<file path="src/rtl/multiplication_n_digit.sv">
// Sequential radix-2 shift-add multiplier: unsigned integer data0 times unsigned
// fixed-point {data1, digit}, fixed latency of n+digit RUN cycles.
module multiplication_n_digit #(
  parameter int n     = 32,
  parameter int digit = 16
) (
  input  logic             clk_i,
  input  logic             rst_i,
  input  logic             start_i,
  input  logic [n-1:0]     data0_i,
  input  logic [n-1:0]     data1_i,
  input  logic [digit-1:0] digit_i,
  output logic             busy_o,
  output logic             done_o,
  output logic [n-1:0]     y_int,
  output logic [n-1:0]     y_dec,
  output logic             ovf_o
);

  localparam int W  = n + digit;
  localparam int AW = 2 * n + digit;
  localparam int CW = $clog2(W + 1);

  typedef enum logic [1:0] {
    IDLE = 2'd0,
    RUN  = 2'd1,
    DONE = 2'd2
  } state_t;

  state_t          state_r;
  state_t          next_s;
  logic            load_s;
  logic            last_s;
  logic [AW-1:0]   acc_r;
  logic [AW-1:0]   mcand_r;
  logic [W-1:0]    mult_r;
  logic [CW-1:0]   count_r;
  logic [AW-1:0]   acc_sum_s;
  logic [n-1:0]    dec_s;

  // State register
  always_ff @(posedge clk_i) begin
    if (!rst_i) begin
      state_r <= IDLE;
    end else begin
      state_r <= next_s;
    end
  end

  // Next-state decode; DONE accepts a new request exactly like IDLE
  always_comb begin
    next_s = state_r;
    load_s = 1'b0;
    last_s = 1'b0;
    case (state_r)
      IDLE, DONE: begin
        if (start_i) begin
          next_s = RUN;
          load_s = 1'b1;
        end else begin
          next_s = IDLE;
        end
      end
      RUN: begin
        if (count_r == CW'(1)) begin
          next_s = DONE;
          last_s = 1'b1;
        end else begin
          next_s = RUN;
        end
      end
      default: begin
        next_s = IDLE;
      end
    endcase
  end

  // One shift-add step; the multiplicand is pre-shifted to the current bit weight
  always_comb begin
    acc_sum_s = acc_r + (mult_r[0] ? mcand_r : {AW{1'b0}});
  end

  // Fraction bits land in the low part of y_dec, upper bits stay zero
  always_comb begin
    dec_s              = '0;
    dec_s[digit-1:0]   = acc_sum_s[digit-1:0];
  end

  // Datapath and registered outputs
  always_ff @(posedge clk_i) begin
    if (!rst_i) begin
      acc_r   <= '0;
      mcand_r <= '0;
      mult_r  <= '0;
      count_r <= '0;
      busy_o  <= 1'b0;
      done_o  <= 1'b0;
      y_int   <= '0;
      y_dec   <= '0;
      ovf_o   <= 1'b0;
    end else begin
      busy_o <= (next_s == RUN);
      done_o <= last_s;
      if (load_s) begin
        acc_r   <= '0;
        mcand_r <= AW'(data0_i);
        mult_r  <= {data1_i, digit_i};
        count_r <= CW'(W);
      end else if (state_r == RUN) begin
        acc_r   <= acc_sum_s;
        mcand_r <= mcand_r << 1;
        mult_r  <= mult_r >> 1;
        count_r <= count_r - CW'(1);
      end else begin
        acc_r <= acc_r;
      end
      if (last_s) begin
        y_int <= acc_sum_s[W-1:digit];
        y_dec <= dec_s;
        ovf_o <= |acc_sum_s[AW-1:W];
      end else begin
        y_int <= y_int;
      end
    end
  end

endmodule

</file>
<file path="config.mk">
export PLATFORM = sky130hd
export DESIGN_NAME = multiplication_n_digit
export DESIGN_NICKNAME = d
export VERILOG_FILES = /design/src/rtl/multiplication_n_digit.sv
export SDC_FILE = /design/constraint.sdc
export NUM_CORES = 1
export LEC_CHECK = 0
export ABC_AREA = 1
export CAP_MARGIN = 20
export CORE_MARGIN = 8
export CORE_UTILIZATION = 56
export DETAILED_ROUTE_END_ITERATION = 10
export GPL_ROUTABILITY_DRIVEN = 0
export PLACE_DENSITY = 0.86
export SETUP_SLACK_MARGIN = 0.2
export SLEW_MARGIN = 20
export SYNTH_ARGS = -nofsm -noshare
export SYNTH_HDL_FRONTEND = slang
export SYNTH_SLANG_ARGS = --single-unit
</file>
<file path="constraint.sdc">
create_clock -name clk_i -period 8.35 [get_ports clk_i]
set_input_delay 2.0875 -clock clk_i [delete_from_list [all_inputs] [get_ports clk_i]]
set_output_delay 2.0875 -clock clk_i [all_outputs]
set_load 0.02 [all_outputs]
</file>
# Word level (Yosys, flattened, before mapping)
# Cells that the tools add are included.
[word_totals]
ff_bits = 267
latchBits = 0
ram_bits = 0
romBits = 0
in_bits = 83
out_inout_bits = 67
n_memories = 0
[classes]
n_addsub = 2
n_mul = 0
n_div = 0
n_lt_le_gt_ge = 0
n_eq_ne = 4
shift = 0
n_mux = 14
bitwise = 1
n_reduce_logical = 5
[op_table]
columns = ["cell", "n"]
rows = [
  ["48-bit two-way mux", 2],
  ["80-bit adder", 1],
  ["80-bit two-way mux", 1],
  ["32-bit two-way mux", 2],
  ["32-bit OR reduction", 1],
  ["6-bit two-way mux", 2],
  ["6-bit by 1-bit == test with 1-bit output (second input constant)", 1],
  ["6-bit by 1-bit subtractor with 6-bit output (second input constant)", 1],
  ["1-bit two-way mux", 5],
  ["2-bit by 1-bit == test with 1-bit output (second input constant)", 2],
  ["2-bit case mux with 2 select lines", 1],
  ["2-bit OR reduction", 2],
  ["2-bit == test (second input constant)", 1],
  ["2-bit logical NOT", 1],
  ["2-bit two-way mux", 1],
  ["2-bit nonzero test", 1],
  ["1-bit NOT", 1],
]

# Longest topological paths before layout
# Gate-level depths: netlist (run 1).
[logic_depth]
depth_word = 4
ltp_mapped = 26
ltp_nobuf = 24

# Worst setup path before layout (run 1)
# OpenSTA, ideal clock, no wires.
[synth_timing]
path_type = "input port to flip-flop"
start = "input rst_i"
end = "register acc_r[56]"
arrival_time_ns = 3.356
required_time_ns = 8.292
setup_slack_ns = 4.936
stages = 7
n_path_buf = 3
cell_sequence = "clkbuf_1 inv_2 nor2_1 clkbuf_1 clkbuf_1 o211ai_1 inv_1"
[synth_via]
elab_chain_len = 2
[synth_rtl]
columns = ["item", "line", "text"]
rows = [
  ["from (decl)", "8", "input logic rst_i,"],
  ["1-bit NOT (no source line)", "-", ""],
  ["2-bit OR reduction (no source line)", "-", ""],
  ["to (signal assigned)", "110", "acc_r <= acc_sum_s;"],
  ["to (signal assigned)", "115", "acc_r <= acc_r;"],
  ["to (decl)", "34", "logic [AW-1:0] acc_r;"],
]
# Every way passes these cells.
# A chain may end at the register's enable or synchronous reset.

# Worst setup path in the final report (run 1)
[layout_timing]
start = "input rst_i"
end = "register acc_r[19]"
# Same word-level chain as after synthesis.

==> results of run 1 <==
-- worst min path at each step --
| stage | start | to | slack [ps] | depth (start not counted) |
|---|---|---|---|---|
| finish | mcand_r[79] | mcand_r[79] | 470 | 2 |
| global route | mcand_r[43] | mcand_r[43] | 500 | 2 |
| CTS | mcand_r[57] | mcand_r[58] | 470 | 2 |
| detailed placement | mcand_r[79] | mcand_r[79] | 460 | 2 |
| global placement | mcand_r[79] | mcand_r[79] | 450 | 2 |
| floorplan | mcand_r[79] | mcand_r[79] | 440 | 2 |
-- flip-flops by register name (all words and copies together) (netlist names) --
signal,cells
acc_r,80
busy_o,1
count_r,6
mcand_r,80
mult_r,48
ovf_o,1
state_r,2
y_dec,16
y_int,32
-- power by group through the flow --
| stage | clock network (mW) | registers (mW) | logic, mW |
|---|---|---|---|
| final | 1.24 | 1.38 | 0.459 |
| after global routing | 1.31 | 1.39 | 0.516 |
| after CTS | 1.26 | 1.38 | 0.454 |
| after detailed placement | 0 | 1.41 | 0.450 |
| after global placement | 0 | 1.41 | 0.434 |
| after floorplan | 0 | 1.40 | 0.324 |
-- area by class of cell --
class	instances	area share [%]
Sequential cell	266	25.37
Clock buffer	34	3.540
Tap cell	442	2.634
Clock inverter	17	0.8284
Multi-Input combinational cell	2219	50.44
Timing Repair Buffer	145	6.764
Inverter	583	10.43
-- per-stage QoR --
step                      worst slack (ps)  area, um2  hold slack (ps)  power [mW]  util, %
after CTS                             3908      20990            468.4       3.093    64.35
after floorplan                       4936      18620            441.2       1.723        -
after detailed placement              3364      20070            459.2       1.858    61.54
after global placement                3496      20070            452.5       1.839    61.54
final                                 3918      21000            469.4       3.079    64.37
after global routing                  3664      21000            498.3       3.215    64.37
-- routing by layer --
| layer | share of wire (%) | up-vias |
|---|---|---|
| li1 | - | 9793 |
| met4 | 5.0 | 0 |
| met1 | 41 | 8873 |
| met5 | 0 | - |
| met3 | 10 | 233 |
| met2 | 44 | 967 |
-- kinds of logic (layout without fill, tap and decap cells) --
group | after synthesis | count (layout)
AND/OR/NAND/NOR | 1576 | 1576
buffers and inverters | 708 | 779
AO/OA/AOI/OAI | 497 | 497
flip-flops | 266 | 266
adder cells (fa/ha/maj) | 82 | 82
XOR/XNOR | 48 | 48
other | 1 | 16
-- layout by cell type, fill, tap and decap left out, types with 11 or more instances in the layout --
cell type,instances
o21ai_0,264
nand3b_1,17
inv_1,558
xor2_1,45
a21oi_1,167
clkdlybuf4s50_1,132
o211ai_1,37
nand2_1,1001
nand2_2,20
nand3_1,61
ha_1,81
nor2_2,33
nand4_1,11
buf_4,11
dfxtp_1,265
nor2_1,385
o21bai_1,17
nor3_1,12
conb_1,16
clkbuf_16,28
inv_2,23
-- critical path, cell delays in order --
cell     delay (ps)
buf_2            90
buf_4           350
inv_2           790
nor2_2          110
inv_2           430
buf_4           620
nor2_1          100
o21ai_0         130
inv_1            80
==> reports/qor.yml, run 1 <==
drt:
  first_iter_violations: 2302
  dr.pass1.iters: 11
  drtAntennaViolNets: 0
  wire_per_inst_um: 14.56
  drt-total-wl_mm: 53.97
  drc_errors: 1
  num_vias: 19866
  via_per_inst: 5.360
power_and_ir_drop:
  p_sw_share_pct: 28.57
  power.density_mw_per_mm2: 146.7
  power_switching_uw: 879.7
  p_comb_share_pct: 14.9
  power.leakage_nw: 11.70
  p_int_mw: 2.199
  p_clk_share_pct: 40.2
  seqPwrFrac_pct: 44.9
  ir_drop_mv: 0.1618
finish:
  antenna_cells: 0
  final_nets: 3408
  multi_input_area_mm2: 0.01059
  syn_to_final_growth_pct: 13.10
  layout.cells.non_filler: 3706
  regArea_mm2: 0.005326
  fillers: 2897
  drive_above_1_share_pct: 5.055
run_status:
  violations: "DRC"
  run_status: "complete, but fails checks"
yosys:
  synth-simple-area-share_pct: 34.48
  synthMuxAreaShare_pct: 0
  synth_common_cells: "nand2_1, inv_1, nor2_1"
  synthTopCellsByArea: "dfxtp_1, nand2_1, inv_1, nor2_1, o21ai_0"
  synth-async-reset-ratio_pct: 0
  synth_compound_area_share_pct: 14.33
  yosysMostFrequentCell: "nand2_1"
  synth_fa_ha_area_share_pct: 5.568
  synth_top_family_by_area: "simple AND/OR/NAND/NOR gates"
  yosysUniqueCellTypes: 41
  synth_top_area_share_pct: 28.69
  synth_seq_area_share_pct: 28.69
  ys_warn_count: 0
  synthFlopType: "dfxtp_1"
  synth_xor_area_share_pct: 2.265
  syn_area_per_cell_um2: 5.841
  synth_cells: 3178
  ys_seq_elements: 266
  synth_area_leader_cell: "dfxtp_1"
  syn-cell-area_mm2: 0.01856
  synth_edf_count: 0
worst_hold_path:
  hold_class: "reg -> reg"
timing:
  hold_viol: 0
  skew_ps: 20.41
  rsz0062_at_grt: "false"
  drv_slew: 0
  fin_crit_sh_pct: 53.07
  setup_violations: 0
  relSlewSlack_pct: 27.34
  tns_ps: 0
  tightest_slew_ps: 1090
  min_period_ps: 4432
  timing.fmax_mhz: 225.6
clocking:
  cts_sinks: 266
  path_clk_slew_ps: 60
  cts_hold_buf: 0
  cts_tree: "built"
  cts.path.max_buffers: 3
  clock_latency_ps: 570
  cts_resized: 0
  htreeDepth: 1
  cts-buffers-inserted: 28
  cts_setup_buffers: 0
  root_buffer: "clkbuf_16"
setup_path:
  endpoint_kind: "flop"
  cp-startpoint: "rst_i"
  critPathKind: "in -> reg"
  critPathLaunchType: "input port"
  arrival_ps: 4890
  r2r_cells: 22
  cp.required_ps: 8810
  crit_path_end: "acc_r[19]"
  path_max_fanout: 81
  rr_startpoint: "mult_r[0]"
  timing.rr.end: "ovf_o"
  ff2ff_setup_slack_ps: 4130
floorplanning:
  die_h_um: 198.1
  core_area_mm2: 0.03262
  rows: 66
  die_area_mm2: 0.03923
  start_util_pct: 56.91
  io_pins: 150
  die_w_um: 198.1
grt:
  grt_max_degree: 123
  busiest_layer: "met2"
  grt_use_met1_pct: 34.12
  use_met2_pct: 44.13
  use_met3_pct: 4.567
  antenna_found_initial: 0
  overflow: 0
  grt_pass1_vias: 18814
  grt_use_total_pct: 26.81
  grt_first_pass_wirelength_mm: 88.63
placed_design:
  detailed_place_hpwl_mm: 40.85
  port_buffers: 133
  dp.cells: 3655
flow_run:
  max-cap-violations: 0
Power figures use the tool's default switching activity.
==> inputs of run 2 (changes only) <==
clock period = 4.45 ns   (was 8.35 ns; I/O delays follow)
==> run 2 against run 1 <==
  * The run now ends clean
  * Worst setup slack got worse by 3400 ps
  * Via count is 0.62% higher
  * Die area did not move
  * Critical endpoint is now ovf_o
==> reports/qor.yml, run 2 (synthesis gave the netlist of run 1 again) <==
run_status:
  run_status: "finished clean"
finish:
  syn_to_final_growth_pct: 13.89
  final_common_cell: "nand2_1"
  fin_util_pct: 64.81  # +0.44 points
  design_area_mm2: 0.02114  # +0.69%
  final_nets: 3413  # +0.15%
  layout_common_cells: "nand2_1, inv_1, nor2_1"
  largestRegisters: "acc_r x80, mcand_r x80, mult_r x48"
  drive_above_1_share_pct: 5.171  # +0.12 points
  antenna_cells: 0  # unchanged
  layout.cells.non_filler: 3710  # +0.11%
power_and_ir_drop:
  total_power_mw: 6.007  # +95%
  power.leakage_nw: 11.78  # +0.66%
  ir_drop_mv: 0.2734  # +69%
  power.density_mw_per_mm2: 284.2  # +94%
setup_path:
  path_cells: "buf_4, nand2_1, inv_1, ha_1, nand2_1, inv_1, a21oi_1, o21ai_0, a21oi_1, nand3_1, nand2_1, nand3_1, nand2_1, nand2_1, nor2_1, nand2_1, nor2_1, nand3_1, nand2_1, inv_1"
  critPathKind: "reg -> reg"
  critPathLaunchType: "flop"
  cp.required_ps: 4940  # -3870 ps
  slowest_stage: "dfxtp_2"
  endpoint_kind: "flop"
  cp-startpoint: "mult_r[0]"
  timing.rr.end: "ovf_o"
  arrival_ps: 4400  # -490 ps
  ff2ff_setup_slack_ps: 530  # -3600 ps
  critical-path-max-stage-delay_ps: 690  # -100 ps
  rr_startpoint: "mult_r[0]"
  r2r_cells: 20  # -9.1%
  crit_top_cell: "nand2_1"
  path_max_fanout: 29  # -64%
clocking:
  cts_resized: 0  # unchanged
  root_buffer: "clkbuf_16"
  cts_hold_buf: 0  # unchanged
  clock_latency_ps: 580  # about the same
  cts-buffers-inserted: 29  # +3.6%
  cts_sinks: 266  # unchanged
  cts_setup_buffers: 0  # unchanged
  path_clk_slew_ps: 70  # about the same
  htreeDepth: 1  # unchanged
  cts.path.max_buffers: 3  # unchanged
  cts_tree: "built"
drt:
  dr.pass1.iters: 9  # -2
  drc_errors: 0  # -1
  drt-total-wl_mm: 55.77  # +3.3%
  via_per_inst: 5.388  # +0.52%
  num_vias: 19990  # +0.62%
  drtAntennaViolNets: 0  # unchanged
  wire_per_inst_um: 15.03  # +3.2%
  first_iter_violations: 2401  # +4.3%
worst_hold_path:
  hold_class: "reg -> reg"
  worstHoldStart: "mcand_r[48]"
  holdPathStages: 2  # unchanged
  min_to: "mcand_r[49]"
placed_design:
  placed_area_mm2: 0.02013  # +0.27%
  dp_worst_setup_slack_ps: 744.4  # -2620 ps
  dp.cells: 3659  # +0.11%
  detailed_place_hpwl_mm: 42.15  # +3.2%
  port_buffers: 133  # unchanged
grt:
  grt_first_pass_wirelength_mm: 89.62  # +1.1%
  antenna_found_initial: 1  # +1
  grt_pass1_vias: 18562  # -1.3%
  grt_use_total_pct: 27.47  # +0.66 points
  overflow: 0  # unchanged
  grt_max_degree: 124  # +0.81%
floorplanning:
  die_w_um: 198.1  # unchanged
  core_area_mm2: 0.03262  # unchanged
  die_area_mm2: 0.03923  # unchanged
  start_util_pct: 56.91  # unchanged
  io_pins: 150  # unchanged
  rows: 66  # unchanged
  die_h_um: 198.1  # unchanged
timing:
  timing.fmax_mhz: 255.4
  worst_slack_ps: 534.8  # -3384 ps
  tns_ps: 0  # unchanged
  whs_ps: 473.4  # +4.006 ps
  setup_violations: 0  # unchanged
  fin_crit_sh_pct: 87.98
  tightest_slew_ps: 973.4  # -116.5 ps
  min_period_ps: 3915
  skew_ps: 14.27  # -6.133 ps
  hold_viol: 0  # unchanged
  drv_slew: 0  # unchanged
  rsz0062_at_grt: "false"
  relSlewSlack_pct: 35.11  # +7.8 points
flow_run:
  max-cap-violations: 0  # unchanged
==> run 2: final cells by class <==
type | instances | area [um2]
clock buffers | 39 | 823.3
clock inverters | 12 | 183.9
fillers | 2957 | 11480
inverters | 583 | 2190
multi-input cells | 2219 | 10590
flip-flops and latches | 266 | 5326
well taps | 442 | 553.0
repair buffers | 149 | 1475
==> run 2: critical path: cells and delay by family (launching register included) <==
family	cells	cell delay (ps)
buffers and inverters	4	580
and+or+nand+nor	12	1380
AOI/OAI and AO/OA	3	870
DFF	1	690
adders and majority gates	1	270
==> run 2: power by group <==
part	switching (mW)	internal, mW	leakage [nW]
combinational	0.562	0.310	9.12
sequential	0.0903	2.51	2.17
clock	1.01	1.53	0.492
==> run 2: metal layers <==
metal | vias to the layer above | GRT usage [%] | share of wire (%)
met1 | 8892 | 34.58 | 40
met5 | - | 0 | 0.016
met3 | 240 | 5.806 | 11
li1 | 9811 | - | -
met2 | 1045 | 44.29 | 43
met4 | 2 | 13.25 | 5.6
==> run 2: how the worst max path moves through the flow <==
stage | depth (start not counted) | endpoint | slack [ps]
finish | 20 | ovf_o | 530
global route | 23 | ovf_o | 380
CTS | 20 | ovf_o | 720
detailed placement | 20 | ovf_o | 740
global placement | 20 | ovf_o | 790
floorplan | 24 | ovf_o | 1790
==> inputs of run 3 (changes only) <==
clock period = 4.8 ns   (was 4.45 ns; I/O delays follow)
==> run 3 against run 2 <==
  * Final cell count is essentially flat
  * Core utilization down 0.30 points
  * First-iteration DRC count decreased by 15%
  * Sequential cell count unchanged
  * Combinational power shrank 7.5%
  * Sequential power is 7.7% lower
  * Register-to-register slack better by 700 ps
  * Largest cell class unchanged
==> reports/qor.yml, run 3 (synthesis gave the netlist of run 1 again) <==
power_and_ir_drop:
  power.density_mw_per_mm2: 256.4  # -9.8%
  p_clk_share_pct: 40.6  # -1.6 points
  power.leakage_nw: 11.72  # -0.48%
  p_int_mw: 3.863  # -11%
  p_comb_share_pct: 15.0  # +0.5 points
  p_sw_share_pct: 28.41  # +0.79 points
  ir_drop_mv: 0.2521  # -7.8%
  seqPwrFrac_pct: 44.4  # +1.1 points
  power_switching_mw: 1.533  # -7.6%
grt:
  grt_use_total_pct: 26.80  # -0.67 points
  overflow: 0  # unchanged
  antenna_found_initial: 0  # -1
  grt_max_degree: 124  # unchanged
  grt_pass1_vias: 18624  # +0.33%
  grt_first_pass_wirelength_mm: 88.32  # -1.4%
floorplanning:
  start_util_pct: 56.91  # unchanged
  io_pins: 150  # unchanged
  die_h_um: 198.1  # unchanged
  die_area_mm2: 0.03923  # unchanged
  die_w_um: 198.1  # unchanged
  rows: 66  # unchanged
  core_area_mm2: 0.03262  # unchanged
finish:
  fillers: 2940  # -0.57%
  syn_to_final_growth_pct: 13.35
  final_nets: 3411  # -0.059%
  regArea_mm2: 0.005326  # unchanged
  largestRegisters: "acc_r x80, mcand_r x80, mult_r x48"
  final_common_cell: "nand2_1"
  multi_input_area_mm2: 0.01059  # unchanged
  layout_common_cells: "nand2_1, inv_1, nor2_1"
  antenna_cells: 0  # unchanged
  drive_above_1_share_pct: 5.051  # -0.12 points
placed_design:
  dp_worst_setup_slack_ps: 1178  # +433.4 ps
  detailed_place_hpwl_mm: 41.01  # -2.7%
  port_buffers: 133  # unchanged
worst_hold_path:
  hold_class: "reg -> reg"
timing:
  skew_ps: 17.99  # +3.720 ps
  tns_ps: 0  # unchanged
  fin_crit_sh_pct: 74.24  # -14 points
  rsz0062_at_grt: "false"
  min_period_ps: 3563  # -351.9 ps
  drv_slew: 0  # unchanged
  tightest_slew_ps: 1096  # +122.7 ps
  worst_slack_ps: 1237  # +701.9 ps
  timing.fmax_mhz: 280.6  # +9.9%
  setup_violations: 0  # unchanged
  whs_ps: 467.7  # -5.650 ps
  relSlewSlack_pct: 26.93  # -8.2 points
  hold_viol: 0  # unchanged
setup_path:
  arrival_ps: 4030  # -370 ps
  path_max_fanout: 42  # +45%
  crit_family: "simple AND/OR/NAND/NOR gates"
  path_cells: "buf_4, nand2_1, inv_1, ha_1, nand2_1, nor2_1, nand2_1, o21ai_0, a21oi_1, nand2_1, nand2_1, nand2_1, nand2_1, nor2_1, nand2_1, nor2_1, nand3_1, nand2_1, inv_1"
  endpoint_kind: "flop"
  path_buf_inv: 3  # -1
  critPathKind: "reg -> reg"
  crit_top_cell: "nand2_1"
  cp.required_ps: 5260  # +320 ps
  critPathLaunchType: "flop"
  critical-path-max-stage-delay_ps: 650  # -40 ps
  slowest_stage: "o21ai_0"
clocking:
  clock_latency_ps: 580  # about the same
  cts_hold_buf: 0  # unchanged
  cts_tree: "built"
  root_buffer: "clkbuf_16"
  cts.path.max_buffers: 3  # unchanged
  cts_sinks: 266  # unchanged
  htreeDepth: 1  # unchanged
  cts_resized: 0  # unchanged
  path_clk_slew_ps: 60  # about the same
  cts-buffers-inserted: 28  # -3.4%
  cts_setup_buffers: 0  # unchanged
drt:
  drt-total-wl_mm: 54.13  # -2.9%
  wire_per_inst_um: 14.60  # -2.9%
  dr.pass1.iters: 9  # unchanged
  drc_errors: 0  # unchanged
  via_per_inst: 5.353  # -0.65%
  first_iter_violations: 2048  # -15%
  num_vias: 19855  # -0.68%
  drtAntennaViolNets: 0  # unchanged
run_status:
  run_status: "finished clean"
flow_run:
  max-cap-violations: 0  # unchanged
[run 3: cell types whose count changed in the layout (fill, tap and decap cells not counted), sizes merged]
| cell | delta |
|---|---|
| bufinv | -2 |
| inv | -2 |
| buf | -1 |
| clkinvlp | +1 |
| clkinv | +3 |
[run 3: final cells by class]
type,instances,area share (%)
multi-input combinational,2219,50.32
sequential,266,25.31
inverter,583,10.41
timing repair buffer,148,6.916
clock buffer,39,3.716
tap,442,2.628
clock inverter,12,0.6957
[run 3: worst paths after layout]
| kind | startpoint | end | slack [ps] | depth (start not counted) |
|---|---|---|---|---|
| setup / recovery | mult_r[0] | ovf_o | 1240 | 19 |
| hold / removal | acc_r[0] | acc_r[0] | 470 | 2 |
| hold reg to reg | acc_r[0] | acc_r[0] | 470 | 2 |
| setup reg to reg | mult_r[0] | ovf_o | 1240 | 19 |
[run 3: per-stage QoR]
step	utilization (%)	instances	power [mW]	instance area [um2]
after global placement	61.65	3658	3.205	20110
after floorplan	-	3193	2.997	18620
after CTS	64.50	3709	5.414	21040
after detailed placement	61.65	3658	3.237	20110
final	64.51	3709	5.396	21040
after global routing	64.51	3709	5.619	21040
[run 3: worst register-to-register path, cell delays in order, from the launching register on]
cell     delay, ps
dfxtp_2        320
buf_4          250
nand2_1        130
inv_1           50
ha_1           370
nand2_1        150
nor2_1         240
nand2_1        170
o21ai_0        650
a21oi_1        300
nand2_1        140
nand2_1         50
nand2_1         90
nand2_1         60
nor2_1          80
nand2_1         50
nor2_1         120
nand3_1         80
nand2_1        100
inv_1           40
[run 3: metal layers]
layer  up-vias  share of wire (%)  global-route usage [%]
met1      8818                 41                   34.37
li1       9806                  -                       -
met5         -               0.11                       0
met4         2                4.9                   12.31
met2       989                 44                   43.31
met3       240                 10                   4.873
[run 3: power groups by stage]
stage,combinational (mW),sequential [mW],clock [mW]
final,0.807,2.40,2.19
after global routing,0.903,2.41,2.31
after CTS,0.801,2.40,2.22
after detailed placement,0.794,2.44,0
after global placement,0.767,2.44,0
after floorplan,0.564,2.43,0
